<file path="src/rtl/imem_loader_pkg.sv">
// Shared constants and state encoding for the instruction-memory loader.
package imem_loader_pkg;

  localparam int unsigned STATE_W        = 3;
  localparam int unsigned BYTE_W         = 8;
  localparam int unsigned WORD_W         = 32;
  localparam int unsigned LANE_W         = 2;
  localparam int unsigned CHK_W          = 8;
  localparam int unsigned BYTES_PER_WORD = 4;
  localparam int unsigned HDR_BYTES      = 2;

  localparam logic [2:0] ST_IDLE  = 3'd0;
  localparam logic [2:0] ST_HDR0  = 3'd1;
  localparam logic [2:0] ST_HDR1  = 3'd2;
  localparam logic [2:0] ST_DATA  = 3'd3;
  localparam logic [2:0] ST_WRITE = 3'd4;
  localparam logic [2:0] ST_CHK   = 3'd5;
  localparam logic [2:0] ST_DONE  = 3'd6;
  localparam logic [2:0] ST_ERROR = 3'd7;

  // States in which a byte may be taken from the source.
  function automatic logic is_rx_state(input logic [STATE_W-1:0] s);
    return (s == ST_HDR0) || (s == ST_HDR1) || (s == ST_DATA) || (s == ST_CHK);
  endfunction

  function automatic logic is_busy_state(input logic [STATE_W-1:0] s);
    return is_rx_state(s) || (s == ST_WRITE);
  endfunction

endpackage

</file>
<file path="src/rtl/byte_packer.sv">
// Packs accepted bytes into a little-endian word; first byte lands in [7:0].
module byte_packer
  import imem_loader_pkg::*;
(
  input  logic              clk,
  input  logic              Reset,
  input  logic              clr,
  input  logic              push,
  input  logic [BYTE_W-1:0] byte_in,
  output logic [WORD_W-1:0] word_c,
  output logic              word_full_c
);

  logic [LANE_W-1:0] lane_q, lane_d;
  logic [WORD_W-1:0] word_q, word_d;

  // Shifting right means the byte pushed on lane 3 ends up in [31:24].
  always_comb begin
    word_c      = {byte_in, word_q[WORD_W-1:BYTE_W]};
    word_full_c = push && (lane_q == LANE_W'(BYTES_PER_WORD - 1));
    lane_d      = lane_q;
    word_d      = word_q;
    if (clr) begin
      lane_d = '0;
      word_d = '0;
    end else if (push) begin
      lane_d = lane_q + LANE_W'(1);
      word_d = word_c;
    end
  end

  always_ff @(posedge clk) begin
    if (Reset) begin
      lane_q <= '0;
      word_q <= '0;
    end else begin
      lane_q <= lane_d;
      word_q <= word_d;
    end
  end

endmodule

</file>
<file path="src/rtl/imem_loader.sv">
// Framed byte-stream loader for instruction memory; holds the core in reset
// until a checksum-verified image has been written from address 0.
module imem_loader
  import imem_loader_pkg::*;
#(
  parameter int unsigned ADDR_W    = 10,
  parameter int unsigned MAX_WORDS = 256
) (
  input  logic              clk,
  input  logic              Reset,
  input  logic              start,
  input  logic [BYTE_W-1:0] rx_data,
  input  logic              rx_valid,
  output logic              rx_ready,
  output logic              imem_WE,
  output logic [ADDR_W-1:0] imem_A,
  output logic [WORD_W-1:0] imem_WD,
  output logic              core_reset,
  output logic              busy,
  output logic              done,
  output logic              error
);

  localparam int unsigned WIDX_W = ADDR_W - 2;
  localparam logic [15:0] MAX_N  = 16'(MAX_WORDS);

  logic [STATE_W-1:0] state_q, state_d;
  logic [15:0]        n_q, n_d;
  logic [WIDX_W-1:0]  widx_q, widx_d;
  logic [CHK_W-1:0]   chk_q, chk_d;
  logic               rx_ready_q, rx_ready_d;
  logic               imem_we_q, imem_we_d;
  logic [ADDR_W-1:0]  imem_a_q, imem_a_d;
  logic [WORD_W-1:0]  imem_wd_q, imem_wd_d;
  logic               core_reset_q, core_reset_d;
  logic               busy_q, busy_d;
  logic               done_q, done_d;
  logic               error_q, error_d;

  logic              accept_c;
  logic [15:0]       n_full_c;
  logic              last_word_c;
  logic              pk_clr, pk_push;
  logic [WORD_W-1:0] pk_word_c;
  logic              pk_full_c;

  assign accept_c    = rx_valid && rx_ready_q;
  assign n_full_c    = {rx_data, n_q[7:0]};
  assign last_word_c = (16'(widx_q) == (n_q - 16'd1));

  byte_packer u_packer (
    .clk        (clk),
    .Reset      (Reset),
    .clr        (pk_clr),
    .push       (pk_push),
    .byte_in    (rx_data),
    .word_c     (pk_word_c),
    .word_full_c(pk_full_c)
  );

  // Next-state, datapath and registered-output decode.
  always_comb begin
    state_d   = state_q;
    n_d       = n_q;
    widx_d    = widx_q;
    chk_d     = chk_q;
    imem_a_d  = imem_a_q;
    imem_wd_d = imem_wd_q;
    pk_clr    = 1'b0;
    pk_push   = 1'b0;

    case (state_q)
      ST_IDLE, ST_DONE, ST_ERROR: begin
        if (start) begin
          state_d = ST_HDR0;
          n_d     = '0;
          widx_d  = '0;
          chk_d   = '0;
          pk_clr  = 1'b1;
        end
      end
      ST_HDR0: begin
        if (accept_c) begin
          n_d[7:0] = rx_data;
          state_d  = ST_HDR1;
        end
      end
      ST_HDR1: begin
        if (accept_c) begin
          n_d     = n_full_c;
          state_d = ((n_full_c == 16'd0) || (n_full_c > MAX_N)) ? ST_ERROR : ST_DATA;
        end
      end
      ST_DATA: begin
        if (accept_c) begin
          pk_push = 1'b1;
          chk_d   = chk_q + rx_data;
          if (pk_full_c) begin
            state_d   = ST_WRITE;
            imem_a_d  = {widx_q, 2'b00};
            imem_wd_d = pk_word_c;
          end
        end
      end
      ST_WRITE: begin
        // Index stops at N-1 so the address never wraps.
        if (last_word_c) begin
          state_d = ST_CHK;
        end else begin
          widx_d  = widx_q + WIDX_W'(1);
          state_d = ST_DATA;
        end
      end
      ST_CHK: begin
        if (accept_c) begin
          state_d = (rx_data == chk_q) ? ST_DONE : ST_ERROR;
        end
      end
      default: state_d = ST_IDLE;
    endcase

    rx_ready_d   = is_rx_state(state_d);
    imem_we_d    = (state_d == ST_WRITE);
    busy_d       = is_busy_state(state_d);
    done_d       = (state_d == ST_DONE);
    error_d      = (state_d == ST_ERROR);
    core_reset_d = (state_d != ST_DONE);
  end

  always_ff @(posedge clk) begin
    if (Reset) begin
      state_q      <= ST_IDLE;
      n_q          <= '0;
      widx_q       <= '0;
      chk_q        <= '0;
      rx_ready_q   <= 1'b0;
      imem_we_q    <= 1'b0;
      imem_a_q     <= '0;
      imem_wd_q    <= '0;
      core_reset_q <= 1'b1;
      busy_q       <= 1'b0;
      done_q       <= 1'b0;
      error_q      <= 1'b0;
    end else begin
      state_q      <= state_d;
      n_q          <= n_d;
      widx_q       <= widx_d;
      chk_q        <= chk_d;
      rx_ready_q   <= rx_ready_d;
      imem_we_q    <= imem_we_d;
      imem_a_q     <= imem_a_d;
      imem_wd_q    <= imem_wd_d;
      core_reset_q <= core_reset_d;
      busy_q       <= busy_d;
      done_q       <= done_d;
      error_q      <= error_d;
    end
  end

  assign rx_ready   = rx_ready_q;
  assign imem_WE    = imem_we_q;
  assign imem_A     = imem_a_q;
  assign imem_WD    = imem_wd_q;
  assign core_reset = core_reset_q;
  assign busy       = busy_q;
  assign done       = done_q;
  assign error      = error_q;

endmodule

</file>
<file path="config.mk">
export PLATFORM = sky130hd
export DESIGN_NAME = imem_loader
export DESIGN_NICKNAME = d
export VERILOG_FILES = /design/src/rtl/imem_loader_pkg.sv /design/src/rtl/byte_packer.sv /design/src/rtl/imem_loader.sv
export SDC_FILE = /design/constraint.sdc
export NUM_CORES = 1
export LEC_CHECK = 0
export BUFFER_PORTS_ARGS = -buffer_cell sky130_fd_sc_hd__clkbuf_2
export CORE_ASPECT_RATIO = 1.1
export CORE_UTILIZATION = 58
export DETAILED_ROUTE_END_ITERATION = 10
export GPL_ROUTABILITY_DRIVEN = 1
export PLACE_DENSITY = 0.8
export SLEW_MARGIN = 20
export SYNTH_ARGS = -nofsm -noshare
export SYNTH_HDL_FRONTEND = slang
export SYNTH_SLANG_ARGS = --single-unit
export TNS_END_PERCENT = 50
</file>
<file path="constraint.sdc">
create_clock -name clk -period 2.7 [get_ports clk]
set_input_delay 0.54 -clock clk [delete_from_list [all_inputs] [get_ports clk]]
set_output_delay 0.54 -clock clk [all_outputs]
set_load 0.01 [all_outputs]
</file>
Yosys cells after proc, flatten, opt, wreduce, memory -nomap -nowiden
Cells that the tools add are included.
{"block": "word_totals", "register_bits": 115, "in_bits": 12}
{"block": "op_classes", "n_eq_ne": 23, "n_addsub": 4, "n_reduce_logical": 20, "bitwise_logic": 1, "n_mux": 24, "n_lt_le_gt_ge": 1}
{"operator": "$pmux W8 S2", "count": 3}
{"operator": "$mux W16", "count": 2}
{"operator": "$mux W8", "count": 4}
{"operator": "$eq A3 B3 Y1 const B", "count": 8}
{"operator": "$mux W3", "count": 8}
{"operator": "$pmux W8 S3", "count": 1}
{"operator": "$pmux W3 S6", "count": 1}
{"operator": "$eq A8 B16 Y1", "count": 1}
{"operator": "$gt A16 B9 Y1 const B", "count": 1}
{"operator": "$logic_not A16 Y1", "count": 1}
{"operator": "$sub A16 B1 Y16 const B", "count": 1}
{"operator": "$eq A3 B2 Y1 const B", "count": 4}
{"operator": "$reduce_and A3 Y1", "count": 4}
{"operator": "$ne A2 B2 Y1 const B", "count": 5}
{"operator": "$add A8 B1 Y8 const B", "count": 1}
{"operator": "$add A8 B8 Y8", "count": 1}
{"operator": "$eq A8 B8 Y1", "count": 1}
{"operator": "$reduce_bool A2 Y1", "count": 4}
{"operator": "$eq A3 B1 Y1 const B", "count": 2}
{"operator": "$logic_or A1 B1 Y1", "count": 5}
{"operator": "$mux W1", "count": 5}
{"operator": "$reduce_and A4 Y1", "count": 1}
{"operator": "$logic_not A3 Y1", "count": 1}
{"operator": "$ne A3 B3 Y1 const B", "count": 1}
{"operator": "other kinds (6)", "count": 7}

Depth between registers and ports, before layout
Gate-level depths: netlist of the first run.
{"block": "logic_depth", "word_depth": 12, "mapped_depth": 10, "depth_no_buf": 9}

By module
A second synthesis of the first run with hierarchy kept.
{"block": "hier_totals", "hier_cells": 588, "hier_area_um2": 4967.3}
{"module": "imem_loader", "cells_per_inst": 493, "seq_area_each_um2": 1621.6, "instances": 1, "area_per_inst_um2": 3927.5}
{"module": "byte_packer", "cells_per_inst": 95, "seq_area_each_um2": 520.5, "instances": 1, "area_per_inst_um2": 1039.7}

Least setup slack after synthesis of the first run
Ideal clock, no wire load.
{"block": "synth_timing", "path_type": "reg2reg", "startpoint": "register n_q[0]", "endpoint": "register widx_q[0]", "synth_period_minus_slack_ns": 2.359, "arrival_ns": 2.245, "setup_time_ns": 0.115, "path_stages_with_launch": 11, "slack_ns": 0.341, "cell_sequence": "dfxtp_1 > inv_1 > ha_1 > nor2b_1 > or3_1 > a311oi_1 > o2111ai_2 > o311ai_4 > buf_6 > nor2_1 > o21a_1"}
{"block": "synth_between", "elab_chain_cells": 4}
{"item": "start: declaration", "line": "imem_loader.sv:28", "text": "logic [15:0] n_q, n_d;"}
{"item": "start signal: assignment", "line": "imem_loader.sv:146", "text": "n_q <= n_d;"}
{"item": "$sub A16 B1 Y16", "line": "imem_loader.sv:49", "text": "assign last_word_c = (16'(widx_q) == (n_q - 16'd1));"}
{"item": "$eq A8 B16 Y1", "line": "imem_loader.sv:49"}
{"item": "$ne A2 B2 Y1 (no source line)"}
{"item": "$reduce_and A3 Y1 (no source line)"}
{"item": "end signal: assignment", "line": "imem_loader.sv:147", "text": "widx_q <= widx_d;"}
{"item": "end: declaration", "line": "imem_loader.sv:29", "text": "logic [WIDX_W-1:0] widx_q, widx_d;"}
Every way passes these cells.
A chain may end at the register's enable or synchronous reset.

Final worst setup path of the first run
{"block": "layout_timing", "startpoint": "register n_q[0]", "endpoint": "register widx_q[6]"}
The elaborated chain is that of the path after synthesis.

==> run metrics, run 1 <==
first-pass GRT wire length 19.51 mm; biggest area consumer among synthesized cells dfxtp_1; Buffers & Inverters on Critical Path 2; adder-cell share of the synthesized area 0.03045; register area share after synthesis 0.4493; status finished clean; final antenna-violating net count 0; slowest cell on the critical path dfxtp_1; post-DP HPWL 8.177 mm; row cnt 34; post-route cell area 5371 um2; Avg Inst Size Synth 7.998 um2; CTS resizes 0; I/O Pins 60; Max Root-Sink Buffers 2; cells after synthesis 596; clock root buffer clkbuf_8; Worst R2R Setup Slack 0.17 ns; Reg-to-Reg Start n_q[0]$_SDFFE_PP0P_; Leak 1.991 nW; dpl cells 742; Max stage delay on crit path 0.42 ns; CP Max Fanout 15; effective utilization at floorplan 0.5992; Final #Nets 668; f_max 395.1 MHz; Slew Viols, Final 0; Layout area overhead 12.68%; Clk Latency, worst-skew pair 0.37 ns; Synthesis Warnings 0; Mapped Area 4767 um2; Worst setup EP type register; CTS tree yes; post-route non-filler standard cell count 758; r2r endpoint widx_q[6]$_SDFFE_PP0P_; Synth async-reset ratio 0; most common cell in the netlist nand2_1; worst setup path start n_q[0]$_SDFFE_PP0P_; Synth top area share 0.4493; grt total ovfl 0; commonest cells in the synthesized netlist nand2_1 (167), dfxtp_1 (107), a21oi_1 (98); Main synth FF type dfxtp_1; initial antenna violation count 0; Die X 88.44 um; vias in the first global route 4112; clk sinks 107; final wirelength 11.88 mm; Synth Area in Compound Gates 0.1877; Reg2Reg Depth 10; share of post-route cells with drive strength above 1 0.1646; Buffers on Ports 57; number of remaining DRC errors 0; drt first pass iters 5; worst-margin pin slew 1.024 ns; CP Data Required Time 2.97 ns; mux contribution to synthesized area 0.002362; CP arrival 2.81 ns; # diodes 0; Max-Cap Viols 0; CTS H-tree depth 3; Max-slew headroom 0.3119; Critical Path Sink widx_q[6]$_SDFFE_PP0P_; Post-synth EDFFs 0; synth top area cells dfxtp_1 (45%), nand2_1 (13%), a21oi_1 (10%); final setup vio count 0; largest family of logic cells by synthesized area simple AND/OR/NAND/NOR gates; post-route clock skew 0.01111 ns; vias per cell 5.839; CP top delay family compound AO/OA/AOI/OAI gates; Min-Delay Path Class reg2reg; placed cell areas 5131 um2; Yosys reg bits 107; gpl congestion 0.9317; VDD IR-drop max 373.4 uV; power per standard cell area 546.1 nW/um2; fin crit share 0.9373; DRT iter0 DRCs 359; critical path depth in cells 10; core area 7955 um2; setup bufs post-CTS 0; fin crit period 2.531 ns; Synth cell types 56; via count 4426; worst path cell trace inv_1 > ha_1 > nor2b_1 > or3_1 > a311oi_1 > o2111ai_2 > o311ai_4 > buf_4 > a2111o_1 > o21ai_1; largest net degree at the start of global routing 50; critical path class reg2reg; drt wl/cell 15.67 um; post-synthesis xor/xnor area fraction 0.02756; final hold violations 0; Die Footprint 8586 um2; height of the die 97.09 um; Total GRT Usage 0.2910; WHS 0.4611 ns; Reg clk slew, reported paths 0.11 ns; startpoint types register; hold buffer count at cts 0; Post-Synth Simple-Gate Area 0.2543; Num CTS Buffers 9
-- report_power, final --
part | internal, mW | leakage [nW] | switching (mW)
Combinational | 0.0846 | 1.01 | 0.170
Clock | 0.465 | 0.115 | 0.610
Sequential | 1.59 | 0.863 | 0.0155
Total | 2.14 | 1.99 | 0.795
-- layer usage --
metal	share of wire	GRT usage
met1	0.42	0.3769
met2	0.50	0.4799
met3	0.060	0.04673
met4	0.024	0.1117
met5	0	0
-- cells in the final DEF (no fill, tap or decap), types with 10 or more instances in the layout --
cell,n
clkbuf_2,57
ha_1,10
nor3_1,10
xnor2_1,11
nand3_1,28
a21oi_1,98
nand2_1,167
dfxtp_1,107
buf_4,17
nor2_1,22
-- cells by family after synthesis --
family          Yosys count
buf+inv                  46
fa+ha+maj                11
mux                       1
simple gates            269
xor+xnor                 15
compound gates          146
flops                   107
other cells               1
-- flip-flops by register name (all words and copies together) (netlist names), 2 cells and up --
register         cells
chk_q                8
widx_q               8
state_q              3
u_packer.lane_q      2
n_q                 16
u_packer.word_q     24
imem_WD             32
imem_A               8
-- area by class of cell --
cell class                 count  area (um2)
multi-input combinational    444        2416
inverter                       9       33.78
tap                          108       135.1
fill                         675        2584
clock inverter                 7       107.6
clock buffer                   9       123.9
timing repair buffer          74       412.9
sequential                   107        2142
-- stage by stage --
| step | power [mW] | utilization | setup slack, ns | setup TNS [ns] |
|---|---|---|---|---|
| 3_5_place_dp | 1.885 | 0.6450 | 0.09455 | 0 |
| 2_1_floorplan | 1.810 | - | 0.3406 | 0 |
| 5_1_grt | 3.034 | 0.6752 | -0.01374 | -0.01374 |
| 4_1_cts | 2.943 | 0.6741 | 0.1707 | 0 |
| 3_3_place_gp | 1.877 | 0.6450 | 0.1497 | 0 |
| 6_report | 2.933 | 0.6752 | 0.1693 | 0 |
-- worst reg2reg max path, delay by kind of cell (launching register included) --
kind | cells | cell delay, ns
AND/OR/NAND/NOR | 2 | 0.45
flip-flops | 1 | 0.42
buffers and inverters | 2 | 0.31
adder cells (fa/ha/maj) | 1 | 0.23
AO/OA/AOI/OAI | 5 | 1.00
-- how the worst min path moves through the flow --
stage	from	end	slack, ns	cells after the start
after floorplan	n_q[15]$_SDFFE_PP0P_	n_q[15]$_SDFFE_PP0P_	0.43	2
after global placement	n_q[15]$_SDFFE_PP0P_	n_q[15]$_SDFFE_PP0P_	0.44	2
after detailed placement	imem_A[7]$_SDFFE_PP0P_	imem_A[7]$_SDFFE_PP0P_	0.45	2
after CTS	u_packer.word_q[14]$_SDFFE_PP0P_	u_packer.word_q[14]$_SDFFE_PP0P_	0.46	2
after global routing	u_packer.word_q[14]$_SDFFE_PP0P_	u_packer.word_q[14]$_SDFFE_PP0P_	0.49	2
final	imem_A[2]$_SDFFE_PP0P_	imem_A[2]$_SDFFE_PP0P_	0.46	2
Note: power is estimated with default switching activity, not from simulation.
==> run 2, diff against run 1 <==
--- a/config.mk
+++ b/config.mk
@@ -10,7 +10,8 @@
 export CORE_UTILIZATION = 58
 export DETAILED_ROUTE_END_ITERATION = 10
 export GPL_ROUTABILITY_DRIVEN = 1
-export PLACE_DENSITY = 0.8
+export PLACE_DENSITY = 0.9
+export SKIP_LAST_GASP = 1
 export SLEW_MARGIN = 20
 export SYNTH_ARGS = -nofsm -noshare
 export SYNTH_HDL_FRONTEND = slang
==> run metrics, run 2 (same netlist as run 1, synthesis figures left out) <==
Reg clk slew, reported paths 0.11 ns; final wirelength 11.73 mm; WHS 0.4612 ns; gpl congestion 0.9438; GRT met3 Usage 0.05098; Slew Viols, Final 0; Worst setup EP type register; startpoint types register; setup tns final 0 ns; # diodes 0; CTS H-tree depth 3; Die Footprint 8586 um2; Max Root-Sink Buffers 2; Sw Share 0.2711; Flop pwr share 0.547; I/O Pins 60; power per standard cell area 547.4 nW/um2; Buffers on Ports 57; via count 4443; Buffers & Inverters on Critical Path 1; CP top delay family compound AO/OA/AOI/OAI gates; met2 Resource Use GR 0.4811; initial antenna violation count 0; clock root buffer clkbuf_8; CP Data Required Time 3.01 ns; CP arrival 2.81 ns; drt wl/cell 15.52 um; row cnt 34; final setup vio count 0; critical path class reg2reg; status finished clean; vias in the first global route 4214; vias per cell 5.877; clk sinks 107; fin crit period 2.502 ns; post-DP HPWL 8.097 mm; final antenna-violating net count 0; Clock power frac 0.369; Final #Nets 666; Max stage delay on crit path 0.43 ns; internal power 2.136 mW; slowest cell on the critical path nor4_2; number of flip-flops in the largest register 32; share of post-route cells with drive strength above 1 0.1636; commonest non-fill, non-tap cells in the layout nand2_1 (167), dfxtp_1 (107), a21oi_1 (98); setup bufs post-CTS 0; number of remaining DRC errors 0; f_max 399.7 MHz; DRT iter0 DRCs 289; worst-margin pin slew 0.7432 ns; unrepaired setup endpoints after global routing no; worst path cell trace nor4_2 > a21boi_1 > o21a_2 > o31ai_2 > o311ai_4 > buf_4 > a2111o_1 > o21ai_1; Combinational Power Share 0.084; drt first pass iters 6; Layout area overhead 12.31%; CTS tree yes; CP Max Fanout 15; first-pass GRT wire length 19.59 mm; commonest non-fill, non-tap cell in the layout nand2_1; met1 usage 0.3589; Top Usage Layer GRT met2; total power 2.931 mW; post-route clock skew 0.009142 ns; grt total ovfl 0; largest net degree at the start of global routing 72; core area 7955 um2; hold buffer count at cts 0; fin crit share 0.9267; Clk Latency, worst-skew pair 0.38 ns; P_sw 0.7947 mW; Total GRT Usage 0.2901; Leak 1.981 nW; height of the die 97.09 um; Min-Delay Path Class reg2reg; Die X 88.44 um; VDD IR-drop max 412.9 uV; Max-slew headroom 0.5046; Max-Cap Viols 0; final hold violations 0; effective utilization at floorplan 0.5992; Num CTS Buffers 9
-- run 2: cell types whose count changed in the layout (fill, tap and decap cells not counted) --
cell,before,now
a311oi_2,0,1
nor4_2,1,2
buf_4,17,15
a311oi_1,1,0
nor4_4,1,0
-- run 2: final timing paths --
| check | to | depth (start not counted) | slack [ns] | start |
|---|---|---|---|---|
| max | widx_q[6]$_SDFFE_PP0P_ | 8 | 0.20 | n_q[3]$_SDFFE_PP0P_ |
| min | imem_WD[8]$_SDFFE_PP0P_ | 2 | 0.46 | imem_WD[8]$_SDFFE_PP0P_ |
| max reg2reg | widx_q[6]$_SDFFE_PP0P_ | 8 | 0.20 | n_q[3]$_SDFFE_PP0P_ |
| min reg2reg | imem_WD[8]$_SDFFE_PP0P_ | 2 | 0.46 | imem_WD[8]$_SDFFE_PP0P_ |
-- run 2: power by group through the flow --
| stage | sequential (mW) | clock, mW | combinational [mW] |
|---|---|---|---|
| global route | 1.61 | 1.16 | 0.268 |
| finish | 1.60 | 1.08 | 0.247 |
| global placement | 1.64 | 0 | 0.234 |
| CTS | 1.60 | 1.09 | 0.242 |
| detailed placement | 1.64 | 0 | 0.240 |
| floorplan | 1.63 | 0 | 0.175 |
-- run 2: area by class of cell --
type	instances	area (um2)
fillers	634	2601
multi-input cells	444	2414
flip-flops and latches	107	2142
repair buffers	72	397.9
well taps	108	135.1
clock buffers	9	123.9
clock inverters	7	107.6
inverters	9	33.78
-- run 2: tightest hold or removal path: stages (launching register included) --
cell	delay (ns)
dfxtp_1	0.33
nand2_1	0.05
a21oi_1	0.05
-- run 2: timing repair --
action,in CTS,in global routing
endpoints found under the setup margin,0,1
gates resized for setup,0,1
endpoints found under the hold margin,0,0
-- run 2: routing by layer --
layer  vias up  routed length [um]
met1      2086                4648
met4         0                 385
met3        32                 726
met5         -                   0
met2       185                5973
li1       2140                   -
-- run 2: per-stage QoR --
step	setup WS, ns	cells	area (um2)	util
2_1_floorplan	0.3406	597	4771	-
3_3_place_gp	0.1701	740	5116	0.6431
3_5_place_dp	0.1154	740	5116	0.6431
4_1_cts	0.1570	756	5348	0.6722
5_1_grt	0.04479	756	5354	0.6730
6_report	0.1978	756	5354	0.6730
==> run 3, diff against run 2 <==
--- a/config.mk
+++ b/config.mk
@@ -5,12 +5,15 @@
 export SDC_FILE = /design/constraint.sdc
 export NUM_CORES = 1
 export LEC_CHECK = 0
+export ABC_AREA = 1
 export BUFFER_PORTS_ARGS = -buffer_cell sky130_fd_sc_hd__clkbuf_2
 export CORE_ASPECT_RATIO = 1.1
 export CORE_UTILIZATION = 58
+export CTS_BUF_LIST = sky130_fd_sc_hd__clkbuf_4 sky130_fd_sc_hd__clkbuf_8 sky130_fd_sc_hd__clkbuf_16
+export CTS_CLUSTER_SIZE = 10
 export DETAILED_ROUTE_END_ITERATION = 10
 export GPL_ROUTABILITY_DRIVEN = 1
-export PLACE_DENSITY = 0.9
+export PLACE_DENSITY = 0.89
 export SKIP_LAST_GASP = 1
 export SLEW_MARGIN = 20
 export SYNTH_ARGS = -nofsm -noshare
==> run metrics, run 3 <==
critical path class reg2reg; Reg-to-Reg Start n_q[0]$_SDFFE_PP0P_; vias per cell 5.476; row cnt 35; Die X 91.13 um; Hold Path Depth 2; DRT iter0 DRCs 267; Yosys reg bits 107; pre-CTS setup slack 0.3475 ns; drt wl/cell 14.33 um; gpl congestion 0.9241; CP Data Required Time 2.99 ns; Total GRT Usage 0.2931; Leak 2.468 nW; Post-synth EDFFs 0; Buffers on Ports 57; Die Footprint 9117 um2; fin crit period 2.350 ns; Mapped Area 5069 um2; CP Max Fanout 9; critical path depth in cells 13; CTS H-tree depth 3; final worst setup slack 0.3499 ns; final antenna-violating net count 0; core area 8408 um2; worst-margin pin slew 0.6829 ns; slowest cell on the critical path dfxtp_1; grt total ovfl 0; Avg Inst Size Synth 6.915 um2; f_max 425.5 MHz; hold wc startpoint imem_WD[11]$_SDFFE_PP0P_; Final #Nets 800; register area share after synthesis 0.4226; Max stage delay on crit path 0.35 ns; Reg clk slew, reported paths 0.12 ns; drt first pass iters 5; Max-Cap Viols 0; hold buffer count at cts 0; Most common cell on crit path nor2_1; Buffers & Inverters on Critical Path 2; setup bufs post-CTS 0; most common cell in the netlist nand2_1; final setup vio count 0; Max Root-Sink Buffers 2; CTS tree yes; Worst R2R Setup Slack 0.35 ns; final hold violations 0; Clk Latency, worst-skew pair 0.38 ns; biggest area consumer among synthesized cells dfxtp_1; worst setup path start n_q[0]$_SDFFE_PP0P_; Reg2Reg Depth 13; synth top area cells dfxtp_1 (42%), nand2_1 (16%), a21oi_1 (9.0%); post-route clock skew 0.01733 ns; number of flip-flops in the largest register 32; largest net degree at the start of global routing 41; # diodes 0; Synth async-reset ratio 0; CP top delay family simple AND/OR/NAND/NOR gates; Slew Viols, Final 0; clock root buffer clkbuf_8; worst path cell trace inv_1 > ha_1 > nand2_2 > nor2_4 > xor2_2 > o21ai_1 > or2_1 > nor2_2 > nand3_4 > nand2_4 > inv_2 > nor2_1 > nor2_1; Synth cell types 39; CP arrival 2.64 ns; Synth top area share 0.4226; hold endpoint imem_WD[11]$_SDFFE_PP0P_; number of remaining DRC errors 0; via count 4890; clk sinks 107; initial antenna violation count 0; r2r endpoint widx_q[1]$_SDFFE_PP0P_; effective utilization at floorplan 0.6028; startpoint types register; CTS resizes 0; Num CTS Buffers 9; height of the die 100.0 um; Min-Delay Path Class reg2reg; Layout area overhead 11.31%; VDD IR-drop max 487.5 uV; unrepaired setup endpoints after global routing no; fin crit share 0.8704; Synthesis Warnings 0; cells after synthesis 733; setup tns final 0 ns; I/O Pins 60; vias in the first global route 4590; commonest non-fill, non-tap cell in the layout nand2_1; Max-slew headroom 0.5441; first-pass GRT wire length 21.28 mm; status finished clean; commonest cells in the synthesized netlist nand2_1 (216), dfxtp_1 (107), a21oi_1 (91); commonest non-fill, non-tap cells in the layout nand2_1 (216), dfxtp_1 (107), a21oi_1 (91); Worst setup EP type register; post-DP HPWL 9.092 mm; share of post-route cells with drive strength above 1 0.1240; power per standard cell area 817.5 nW/um2; Main synth FF type dfxtp_1; final wirelength 12.80 mm
==> run 3: metrics by stage <==
| step | total power, mW | hold slack [ns] | instances | cell area [um2] | utilization |
|---|---|---|---|---|---|
| floorplan | 3.189 | 0.4413 | 734 | 5072 | - |
| global placement | 3.541 | 0.4486 | 877 | 5431 | 0.6460 |
| detailed placement | 3.584 | 0.4543 | 877 | 5431 | 0.6460 |
| CTS | 4.588 | 0.4726 | 893 | 5642 | 0.6710 |
| global route | 4.937 | 0.4859 | 893 | 5642 | 0.6710 |
| finish | 4.612 | 0.4720 | 893 | 5642 | 0.6710 |
==> run 3: worst reg2reg max path, stage by stage, from the launching register on <==
cell     delay [ns]
dfxtp_1        0.35
inv_1          0.16
ha_1           0.32
nand2_2        0.15
nor2_4         0.17
xor2_2         0.16
o21ai_1        0.08
or2_1          0.24
nor2_2         0.15
nand3_4        0.15
nand2_4        0.15
inv_2          0.05
nor2_1         0.09
nor2_1         0.05
==> run 3: logic make-up after synthesis <==
| logic type | after synthesis | share of synthesized area |
|---|---|---|
| DFF | 107 | 0.4226 |
| buffers and inverters | 95 | 0.07282 |
| xor gates and xnor gates | 14 | 0.02567 |
| other | 1 | 0.0007398 |
| adders and majority gates | 11 | 0.02864 |
| AOI/OAI and AO/OA | 135 | 0.1400 |
| and+or+nand+nor | 370 | 0.3096 |
==> run 3: worst max path at each step <==
stage | endpoint | slack (ns)
4_1_cts | widx_q[1]$_SDFFE_PP0P_ | 0.37
5_1_grt | rx_ready$_SDFF_PP0_ | 0.1
3_5_place_dp | chk_q[6]$_SDFFE_PP0P_ | 0.35
2_1_floorplan | chk_q[6]$_SDFFE_PP0P_ | 0.66
3_3_place_gp | chk_q[6]$_SDFFE_PP0P_ | 0.38
6_report | widx_q[1]$_SDFFE_PP0P_ | 0.35
==> run 3: area by class of cell <==
class                      count  area [um2]
multi-input combinational    532        2564
timing repair buffer          64       350.3
inverter                      63       236.5
clock inverter                 7       86.33
fill                         711        2766
clock buffer                   9       123.9
tap                          111       138.9
sequential                   107        2142
==> run 3: power breakdown <==
group | switching (mW) | internal (mW)
Sequential | 0.143 | 1.69
Clock | 0.646 | 0.379
Combinational | 1.18 | 0.579
Total | 1.97 | 2.65
==> run 3: layer usage <==
layer,vias up,share of wire,global-route usage
met5,-,0,0
met4,0,0.028,0.1319
met3,36,0.064,0.04697
met2,184,0.49,0.5099
met1,2235,0.41,0.3586
li1,2435,-,-
